`config.mk`:
```
export PLATFORM = sky130hd
export DESIGN_NAME = core_pipe_ctrl_flat
export DESIGN_NICKNAME = d
export VERILOG_FILES = /design/src/rtl/core_pipe_ctrl_if.sv /design/src/rtl/core_pipe_ctrl.sv /design/src/flat_wrapper.sv
export SDC_FILE = /design/constraint.sdc
export NUM_CORES = 1
export LEC_CHECK = 0
export ABC_AREA = 1
export ABC_CLOCK_PERIOD_IN_PS = 2100
export CAP_MARGIN = 20
export CELL_PAD_IN_SITES_DETAIL_PLACEMENT = 0
export CELL_PAD_IN_SITES_GLOBAL_PLACEMENT = 1
export CORE_MARGIN = 1.5
export CORE_UTILIZATION = 25
export DETAILED_ROUTE_END_ITERATION = 12
export PLACE_DENSITY_LB_ADDON = 0.1
export SLEW_MARGIN = 20
export SYNTH_ARGS = -nofsm -noshare
export SYNTH_HDL_FRONTEND = slang
export SYNTH_SLANG_ARGS = --single-unit
```
`constraint.sdc`:
```
create_clock -name clk -period 2.1 [get_ports clk]
set_clock_uncertainty 0.15 [all_clocks]
set_input_delay 0.315 -clock clk [delete_from_list [all_inputs] [get_ports clk]]
set_output_delay 0.315 -clock clk [all_outputs]
set_load 0.05 [all_outputs]
```
`src/rtl/core_pipe_ctrl_if.sv`:
```
// Handshake/bus bundle between core_pipe_ctrl and the EX/exception logic, PC and pipeline registers.
// master = the controller; slave = the surrounding pipeline.
interface core_pipe_ctrl_if #(
    parameter int unsigned STALL_REQ_NUM = 1,
    parameter int unsigned STAGE_NUM     = 3
);
    logic [STALL_REQ_NUM-1:0] stall_req;
    logic                     jump_req;
    logic [31:0]              jump_addr;
    logic                     trap_req;
    logic [31:0]              trap_addr;
    logic                     wfi;
    logic                     int_pending;
    logic                     stall_n;
    logic [STAGE_NUM-1:0]     flush;
    logic                     pc_load;
    logic [31:0]              pc_load_addr;
    logic                     flushing;
    logic                     redirect_pending;
    logic                     sleeping;
    logic                     stall_timeout;

    modport master (
        input  stall_req, jump_req, jump_addr, trap_req, trap_addr, wfi, int_pending,
        output stall_n, flush, pc_load, pc_load_addr, flushing, redirect_pending, sleeping,
               stall_timeout
    );

    modport slave (
        output stall_req, jump_req, jump_addr, trap_req, trap_addr, wfi, int_pending,
        input  stall_n, flush, pc_load, pc_load_addr, flushing, redirect_pending, sleeping,
               stall_timeout
    );
endinterface

```
`src/rtl/core_pipe_ctrl.sv`:
```
// RV32 pipeline controller: stall merge, redirect serialisation, flush timing and WFI sleep.
// Optional stall watchdog enabled by defining STALL_WATCHDOG_EN.
module core_pipe_ctrl #(
    parameter int unsigned STALL_REQ_NUM = 1,
    parameter int unsigned STAGE_NUM     = 3,
    parameter int unsigned FLUSH_CYCLES  = 2,
    parameter int unsigned STALL_TIMEOUT = 1024
) (
    input  logic               clk,
    input  logic               rst_n,
    core_pipe_ctrl_if.master   ctrl_io
);
    localparam int unsigned CNT_W = 4;

    typedef enum logic [1:0] {RUN, STALL, FLUSH, SLEEP} state_e;

    typedef struct packed {
        logic        trap;
        logic [31:0] addr;
    } redir_t;

    state_e           state_q, state_d;
    logic [CNT_W-1:0] fcnt_q, fcnt_d;
    logic             pc_load_q, pc_load_d;
    logic [31:0]      pc_addr_q, pc_addr_d;
    logic             pend_q, pend_d;
    redir_t           pend_red_q, pend_red_d;

    logic   stall_any_c, sleeping_c, new_v_c, cand_v_c, go_c;
    redir_t new_red_c, cand_red_c;

    // Merge the incoming redirect with a deferred one; a jump never displaces a pending trap.
    always_comb begin
        stall_any_c    = |ctrl_io.stall_req;
        sleeping_c     = (state_q == SLEEP);
        new_v_c        = ctrl_io.trap_req | (ctrl_io.jump_req & ~sleeping_c);
        new_red_c.trap = ctrl_io.trap_req;
        new_red_c.addr = ctrl_io.trap_req ? ctrl_io.trap_addr : ctrl_io.jump_addr;
        cand_v_c       = new_v_c | pend_q;
        cand_red_c     = pend_red_q;
        if (new_v_c && (new_red_c.trap || !pend_q || !pend_red_q.trap)) begin
            cand_red_c = new_red_c;
        end
        go_c = cand_v_c & ~stall_any_c;
    end

    always_comb begin
        state_d    = state_q;
        fcnt_d     = fcnt_q;
        pc_load_d  = 1'b0;
        pc_addr_d  = pc_addr_q;
        pend_d     = pend_q;
        pend_red_d = pend_red_q;

        // Flush counter freezes while the pipeline is stalled.
        if ((fcnt_q != '0) && !stall_any_c) begin
            fcnt_d = fcnt_q - CNT_W'(1);
        end

        if (go_c) begin
            pc_load_d = 1'b1;
            pc_addr_d = cand_red_c.addr;
            fcnt_d    = CNT_W'(FLUSH_CYCLES);
            pend_d    = 1'b0;
            state_d   = FLUSH;
        end else if (cand_v_c) begin
            pend_d     = 1'b1;
            pend_red_d = cand_red_c;
            state_d    = STALL;
        end else begin
            case (state_q)
                RUN: begin
                    if (stall_any_c) begin
                        state_d = STALL;
                    end else if (ctrl_io.wfi && !ctrl_io.int_pending) begin
                        state_d = SLEEP;
                    end
                end
                STALL: begin
                    if (!stall_any_c) begin
                        state_d = (fcnt_d != '0) ? FLUSH : RUN;
                    end
                end
                FLUSH: begin
                    if (fcnt_d == '0) begin
                        state_d = RUN;
                    end
                end
                SLEEP: begin
                    if (ctrl_io.int_pending) begin
                        state_d = RUN;
                    end
                end
                default: state_d = RUN;
            endcase
        end
    end

    always_ff @(posedge clk or negedge rst_n) begin
        if (!rst_n) begin
            state_q    <= RUN;
            fcnt_q     <= '0;
            pc_load_q  <= 1'b0;
            pc_addr_q  <= '0;
            pend_q     <= 1'b0;
            pend_red_q <= '0;
        end else begin
            state_q    <= state_d;
            fcnt_q     <= fcnt_d;
            pc_load_q  <= pc_load_d;
            pc_addr_q  <= pc_addr_d;
            pend_q     <= pend_d;
            pend_red_q <= pend_red_d;
        end
    end

`ifdef STALL_WATCHDOG_EN
    localparam int unsigned WD_W = $clog2(STALL_TIMEOUT + 1);

    logic [WD_W-1:0] wd_q, wd_d;
    logic            to_q, to_d;

    // Consecutive-stall counter, saturating at the limit; timeout flag is sticky.
    always_comb begin
        wd_d = '0;
        if (stall_any_c) begin
            wd_d = (wd_q == WD_W'(STALL_TIMEOUT)) ? wd_q : wd_q + WD_W'(1);
        end
        to_d = to_q | (wd_d == WD_W'(STALL_TIMEOUT));
    end

    always_ff @(posedge clk or negedge rst_n) begin
        if (!rst_n) begin
            wd_q <= '0;
            to_q <= 1'b0;
        end else begin
            wd_q <= wd_d;
            to_q <= to_d;
        end
    end

    assign ctrl_io.stall_timeout = to_q;
`else
    assign ctrl_io.stall_timeout = 1'b0 & (STALL_TIMEOUT != 0);
`endif

    assign ctrl_io.stall_n          = ~stall_any_c & ~sleeping_c;
    assign ctrl_io.flushing         = (fcnt_q != '0);
    assign ctrl_io.flush            = {STAGE_NUM{ctrl_io.flushing}};
    assign ctrl_io.pc_load          = pc_load_q;
    assign ctrl_io.pc_load_addr     = pc_addr_q;
    assign ctrl_io.redirect_pending = pend_q;
    assign ctrl_io.sleeping         = sleeping_c;
endmodule

```
`src/flat_wrapper.sv`:
```
// flat-port wrapper written by rule: the top's interface ports become plain ports
module core_pipe_ctrl_flat 
#(
    parameter int unsigned STALL_REQ_NUM = 1,
    parameter int unsigned STAGE_NUM     = 3,
    parameter int unsigned FLUSH_CYCLES  = 2,
    parameter int unsigned STALL_TIMEOUT = 1024
)
  (clk, rst_n, ctrl_io_stall_req, ctrl_io_jump_req, ctrl_io_jump_addr, ctrl_io_trap_req, ctrl_io_trap_addr, ctrl_io_wfi, ctrl_io_int_pending, ctrl_io_stall_n, ctrl_io_flush, ctrl_io_pc_load, ctrl_io_pc_load_addr, ctrl_io_flushing, ctrl_io_redirect_pending, ctrl_io_sleeping, ctrl_io_stall_timeout);
  core_pipe_ctrl_if #(.STALL_REQ_NUM(STALL_REQ_NUM), .STAGE_NUM(STAGE_NUM)) ctrl_io_i ();
  input  logic clk;
  input  logic rst_n;
  input wire logic [$bits(ctrl_io_i.stall_req)-1:0] ctrl_io_stall_req;
  input wire logic [$bits(ctrl_io_i.jump_req)-1:0] ctrl_io_jump_req;
  input wire logic [$bits(ctrl_io_i.jump_addr)-1:0] ctrl_io_jump_addr;
  input wire logic [$bits(ctrl_io_i.trap_req)-1:0] ctrl_io_trap_req;
  input wire logic [$bits(ctrl_io_i.trap_addr)-1:0] ctrl_io_trap_addr;
  input wire logic [$bits(ctrl_io_i.wfi)-1:0] ctrl_io_wfi;
  input wire logic [$bits(ctrl_io_i.int_pending)-1:0] ctrl_io_int_pending;
  output wire logic [$bits(ctrl_io_i.stall_n)-1:0] ctrl_io_stall_n;
  output wire logic [$bits(ctrl_io_i.flush)-1:0] ctrl_io_flush;
  output wire logic [$bits(ctrl_io_i.pc_load)-1:0] ctrl_io_pc_load;
  output wire logic [$bits(ctrl_io_i.pc_load_addr)-1:0] ctrl_io_pc_load_addr;
  output wire logic [$bits(ctrl_io_i.flushing)-1:0] ctrl_io_flushing;
  output wire logic [$bits(ctrl_io_i.redirect_pending)-1:0] ctrl_io_redirect_pending;
  output wire logic [$bits(ctrl_io_i.sleeping)-1:0] ctrl_io_sleeping;
  output wire logic [$bits(ctrl_io_i.stall_timeout)-1:0] ctrl_io_stall_timeout;
  assign ctrl_io_i.stall_req = ctrl_io_stall_req;
  assign ctrl_io_i.jump_req = ctrl_io_jump_req;
  assign ctrl_io_i.jump_addr = ctrl_io_jump_addr;
  assign ctrl_io_i.trap_req = ctrl_io_trap_req;
  assign ctrl_io_i.trap_addr = ctrl_io_trap_addr;
  assign ctrl_io_i.wfi = ctrl_io_wfi;
  assign ctrl_io_i.int_pending = ctrl_io_int_pending;
  assign ctrl_io_stall_n = ctrl_io_i.stall_n;
  assign ctrl_io_flush = ctrl_io_i.flush;
  assign ctrl_io_pc_load = ctrl_io_i.pc_load;
  assign ctrl_io_pc_load_addr = ctrl_io_i.pc_load_addr;
  assign ctrl_io_flushing = ctrl_io_i.flushing;
  assign ctrl_io_redirect_pending = ctrl_io_i.redirect_pending;
  assign ctrl_io_sleeping = ctrl_io_i.sleeping;
  assign ctrl_io_stall_timeout = ctrl_io_i.stall_timeout;
  core_pipe_ctrl #(.STALL_REQ_NUM(STALL_REQ_NUM), .STAGE_NUM(STAGE_NUM), .FLUSH_CYCLES(FLUSH_CYCLES), .STALL_TIMEOUT(STALL_TIMEOUT)) u_core (.clk(clk), .rst_n(rst_n), .ctrl_io(ctrl_io_i));
endmodule
```
==> results_dict.tcl, run 1 <==
set metrics [dict create \
    routedWlPerCell_um 13.6 \
    r2r_end "u_core.state_q[1]" \
    timing.critical_path.cells "clkdlybuf4s50_1" \
    power.ir.vdd_worst_mv 0.517 \
    gr-usage-all-layers_pct 14.0 \
    setup.worst_path.class "register to output port" \
    critical_path.endpoint_type "output port" \
    register_area_um2 1830 \
    worst_path_dominant_cell_family "buffers and inverters" \
    hold_violations 0 \
    hold-worst-slack_ns 0.269 \
    leakage_nw 2.28 \
    antenna_cells 0 \
    rsz0062_at_grt "false" \
    drt-total-wl_mm 9.89 \
    utilization_pct 37.6 \
    count_of_state_elements_after_synthesis 73 \
    top_ff_cell_synth "sky130_fd_sc_hd__dfrtp_1" \
    grt_pass1_vias 3168 \
    clk_latency_worst_skew_pair_ns 0.33 \
    grt_max_degree 37 \
    floorplan.io_pins 112 \
    router_iterations_before_antenna_repair 4 \
    synth_area_um2 3570 \
    detailedRoute.firstIterationViolations 130 \
    rr_startpoint "u_core.fcnt_q[0]" \
    cts_htree_levels 3 \
    synth-edff-count 0 \
    finalSetupViolCount 0 \
    die_x_um 123 \
    std_cell_core_area_um2 13900 \
    place.port_buffers 110 \
    worst_pin_slew_ns 0.513 \
    final.setup.worst_slack_ns 0.119 \
    power_per_cell_area_nw_per_um2 1020 \
    cp_data_required_time_ns 1.63 \
    gpl.final_weighted_congestion 0.768 \
    vias 3157 \
    gr-usage-met1_pct 18.1 \
    globalRoute.busiestLayer "met2" \
    yosysWarningCount 0 \
    timing.critical_path.fanout_max 2 \
    post_drt_via_cell_ratio 4.34 \
    crit_path_max_incr_delay_ns 0.82 \
    worstRegToRegCells 12 \
    yosysTopAreaCell "sky130_fd_sc_hd__dfrtp_1" \
    tritoncts "built" \
    setup-tns-final_ns 0 \
    initial_core_util_pct 25.6 \
    cp-start-kind "register" \
    post-place-ws_ns 0.0489 \
    maxSlewHeadroom_pct 65.7 \
    fillerInstances 1444 \
    die_h_um 123 \
    cts_root_buf "sky130_fd_sc_hd__clkbuf_16" \
    buffer_levels_on_the_longest_clock_path 2 \
    fraction_of_the_cycle_the_final_worst_path_needs_pct 94.3 \
    gr-usage-met3_pct 3.81 \
    grtUsageMet2_pct 22.9 \
    count_of_nets_after_finishing 614 \
    cts_made_buffers 9 \
    outcome "completed" \
    ys_top_cells_by_area "sky130_fd_sc_hd__dfrtp_1 51%, sky130_fd_sc_hd__nand2_1 9.6%, sky130_fd_sc_hd__o21ai_0 8.8%" \
    row_count 43 \
    syn2layout_area_growth_pct 46.5 \
    max_cap_viol_count 0 \
    layout.cells.most_common_list "101 x sky130_fd_sc_hd__clkdlybuf4s50_1, 91 x sky130_fd_sc_hd__nand2_1, 73 x sky130_fd_sc_hd__dfrtp_1" \
    period_minus_slack_ns 1.98 \
    layout_commonest_cell "sky130_fd_sc_hd__clkdlybuf4s50_1" \
    number_of_antenna_violations_at_the_first_check_in_global_routing 0 \
    synth_cells 435 \
    worstHoldPathType "primary input to async pin" \
    yosysSeqAreaShare_pct 51.1 \
    critical_path_buf_inv_count 1 \
    final-max-slew-violation-count 0 \
    post-route-drc-count 0 \
    syn_area_per_cell_um2 8.21 \
    multi_input_comb_area_um2 1440 \
    synth_cell_type_count 26 \
    max_freq_ghz 0.505 \
    antenna_violating_nets_post_route 0 \
    number_of_sinks_on_the_clock_net 73 \
    syn-num-nets 507 \
    critPathSlowestCell "sky130_fd_sc_hd__clkdlybuf4s50_1" \
    dieArea_um2 15000 \
    place.detailed.hpwl_mm 6.94 \
    grt_pass1_wl_mm 16.1 \
    reg2reg_slack_ns 0.29 \
    async_reset_ff_share_pct 100 \
    synth.top_cell.area_share_pct 51.1 \
    post_route_cells_drive_above_1_share_pct 10.6 \
    clk_pin_slew_ns 0.06 \
    cts.repair.resized 0 \
    globalRouteOverflowTotal 0 \
    worst-endpoint-arrival_ns 1.52 \
]
-- cell type report --
class | count | area share [%]
Clock inverter | 3 | 0.765
Inverter | 16 | 1.15
Timing Repair Buffer | 128 | 26.6
Clock buffer | 13 | 4.78
Sequential cell | 73 | 34.9
Multi-Input combinational cell | 314 | 27.5
Tap cell | 180 | 4.30
-- Yosys cell counts (3+ instances only) --
master,number
sky130_fd_sc_hd__inv_1,12
sky130_fd_sc_hd__nor2_1,68
sky130_fd_sc_hd__o21ai_1,58
sky130_fd_sc_hd__clkbuf_1,6
sky130_fd_sc_hd__nand3_1,9
sky130_fd_sc_hd__nand2_2,3
sky130_fd_sc_hd__clkbuf_2,4
sky130_fd_sc_hd__buf_6,9
sky130_fd_sc_hd__o21ai_2,8
sky130_fd_sc_hd__o21ai_0,63
sky130_fd_sc_hd__buf_4,4
sky130_fd_sc_hd__dfrtp_1,73
sky130_fd_sc_hd__a21oi_1,3
sky130_fd_sc_hd__nand2_1,91
sky130_fd_sc_hd__buf_2,7
sky130_fd_sc_hd__inv_2,4
-- worst max path at each step --
stage	start	end	slack (ns)	depth (start not counted)
3_5_place_dp	ctrl_io_trap_req	u_core.ctrl_io.pc_load_addr[21]	0.05	6
3_3_place_gp	ctrl_io_trap_req	u_core.ctrl_io.pc_load_addr[18]	0.1	9
4_1_cts	u_core.ctrl_io.pc_load_addr[30]	ctrl_io_pc_load_addr[30]	0.09	1
6_report	u_core.ctrl_io.pc_load_addr[21]	ctrl_io_pc_load_addr[21]	0.12	1
2_1_floorplan	u_core.fcnt_q[0]	u_core.state_q[1]	0.16	11
5_1_grt	u_core.fcnt_q[0]	ctrl_io_flush[2]	0.04	5
-- kinds of logic (layout without fill, tap and decap cells) --
family,after synthesis,in the layout,share of synthesized area [%]
AO/OA/AOI/OAI,135,135,19.9
adder cells (fa/ha/maj),1,1,0.350
buffers and inverters,48,160,8.65
flip-flops,73,73,51.1
other,1,1,0.105
AND/OR/NAND/NOR,177,177,19.8
-- metrics by stage --
step           std cells  power [W]  cell area [um^2]
6_report             727    0.00534              5240
5_1_grt              727    0.00566              5240
4_1_cts              727    0.00543              5240
3_5_place_dp         710    0.00387              4930
3_3_place_gp         710    0.00386              4930
2_1_floorplan        435    0.00312              3580
-- registers in the layout (all words and copies together) (netlist names) --
register and flops:
u_core.ctrl_io.redirect_pending 1, u_core.ctrl_io.pc_load 1, u_core.pend_red_q 33, u_core.fcnt_q 4
u_core.state_q 2, u_core.ctrl_io.pc_load_addr 32
-- per-layer routing --
| metal | vias up | part of all wire [%] |
|---|---|---|
| li1 | 1641 | - |
| met1 | 1425 | 47 |
| met2 | 84 | 47 |
| met3 | 7 | 5.4 |
| met4 | 0 | 0.96 |
| met5 | - | 0 |
-- where the power goes --
part	leakage (nW)	switching [W]	total (W)	internal, W
Clock	0.144	0.000564	0.00151	0.000949
Combinational	1.26	0.00119	0.00193	0.000742
Sequential	0.881	0.000181	0.00189	0.00171
-- what timing repair did --
action,in CTS,in global routing
endpoints found under the hold margin,19,0
buffers inserted,0,0
hold buffers,1,0
Note: power is estimated with default switching activity, not from simulation.
==> run 2: changes to the inputs <==
--- a/config.mk
+++ b/config.mk
@@ -12,9 +12,9 @@
 export CELL_PAD_IN_SITES_GLOBAL_PLACEMENT = 1
 export CORE_MARGIN = 1.5
 export CORE_UTILIZATION = 25
+export CTS_CLUSTER_DIAMETER = 100
 export DETAILED_ROUTE_END_ITERATION = 12
 export PLACE_DENSITY_LB_ADDON = 0.1
-export SLEW_MARGIN = 20
 export SYNTH_ARGS = -nofsm -noshare
 export SYNTH_HDL_FRONTEND = slang
 export SYNTH_SLANG_ARGS = --single-unit
==> results of run 2 <==
The final DEF is identical to that of run 1; final timing and power are the same.
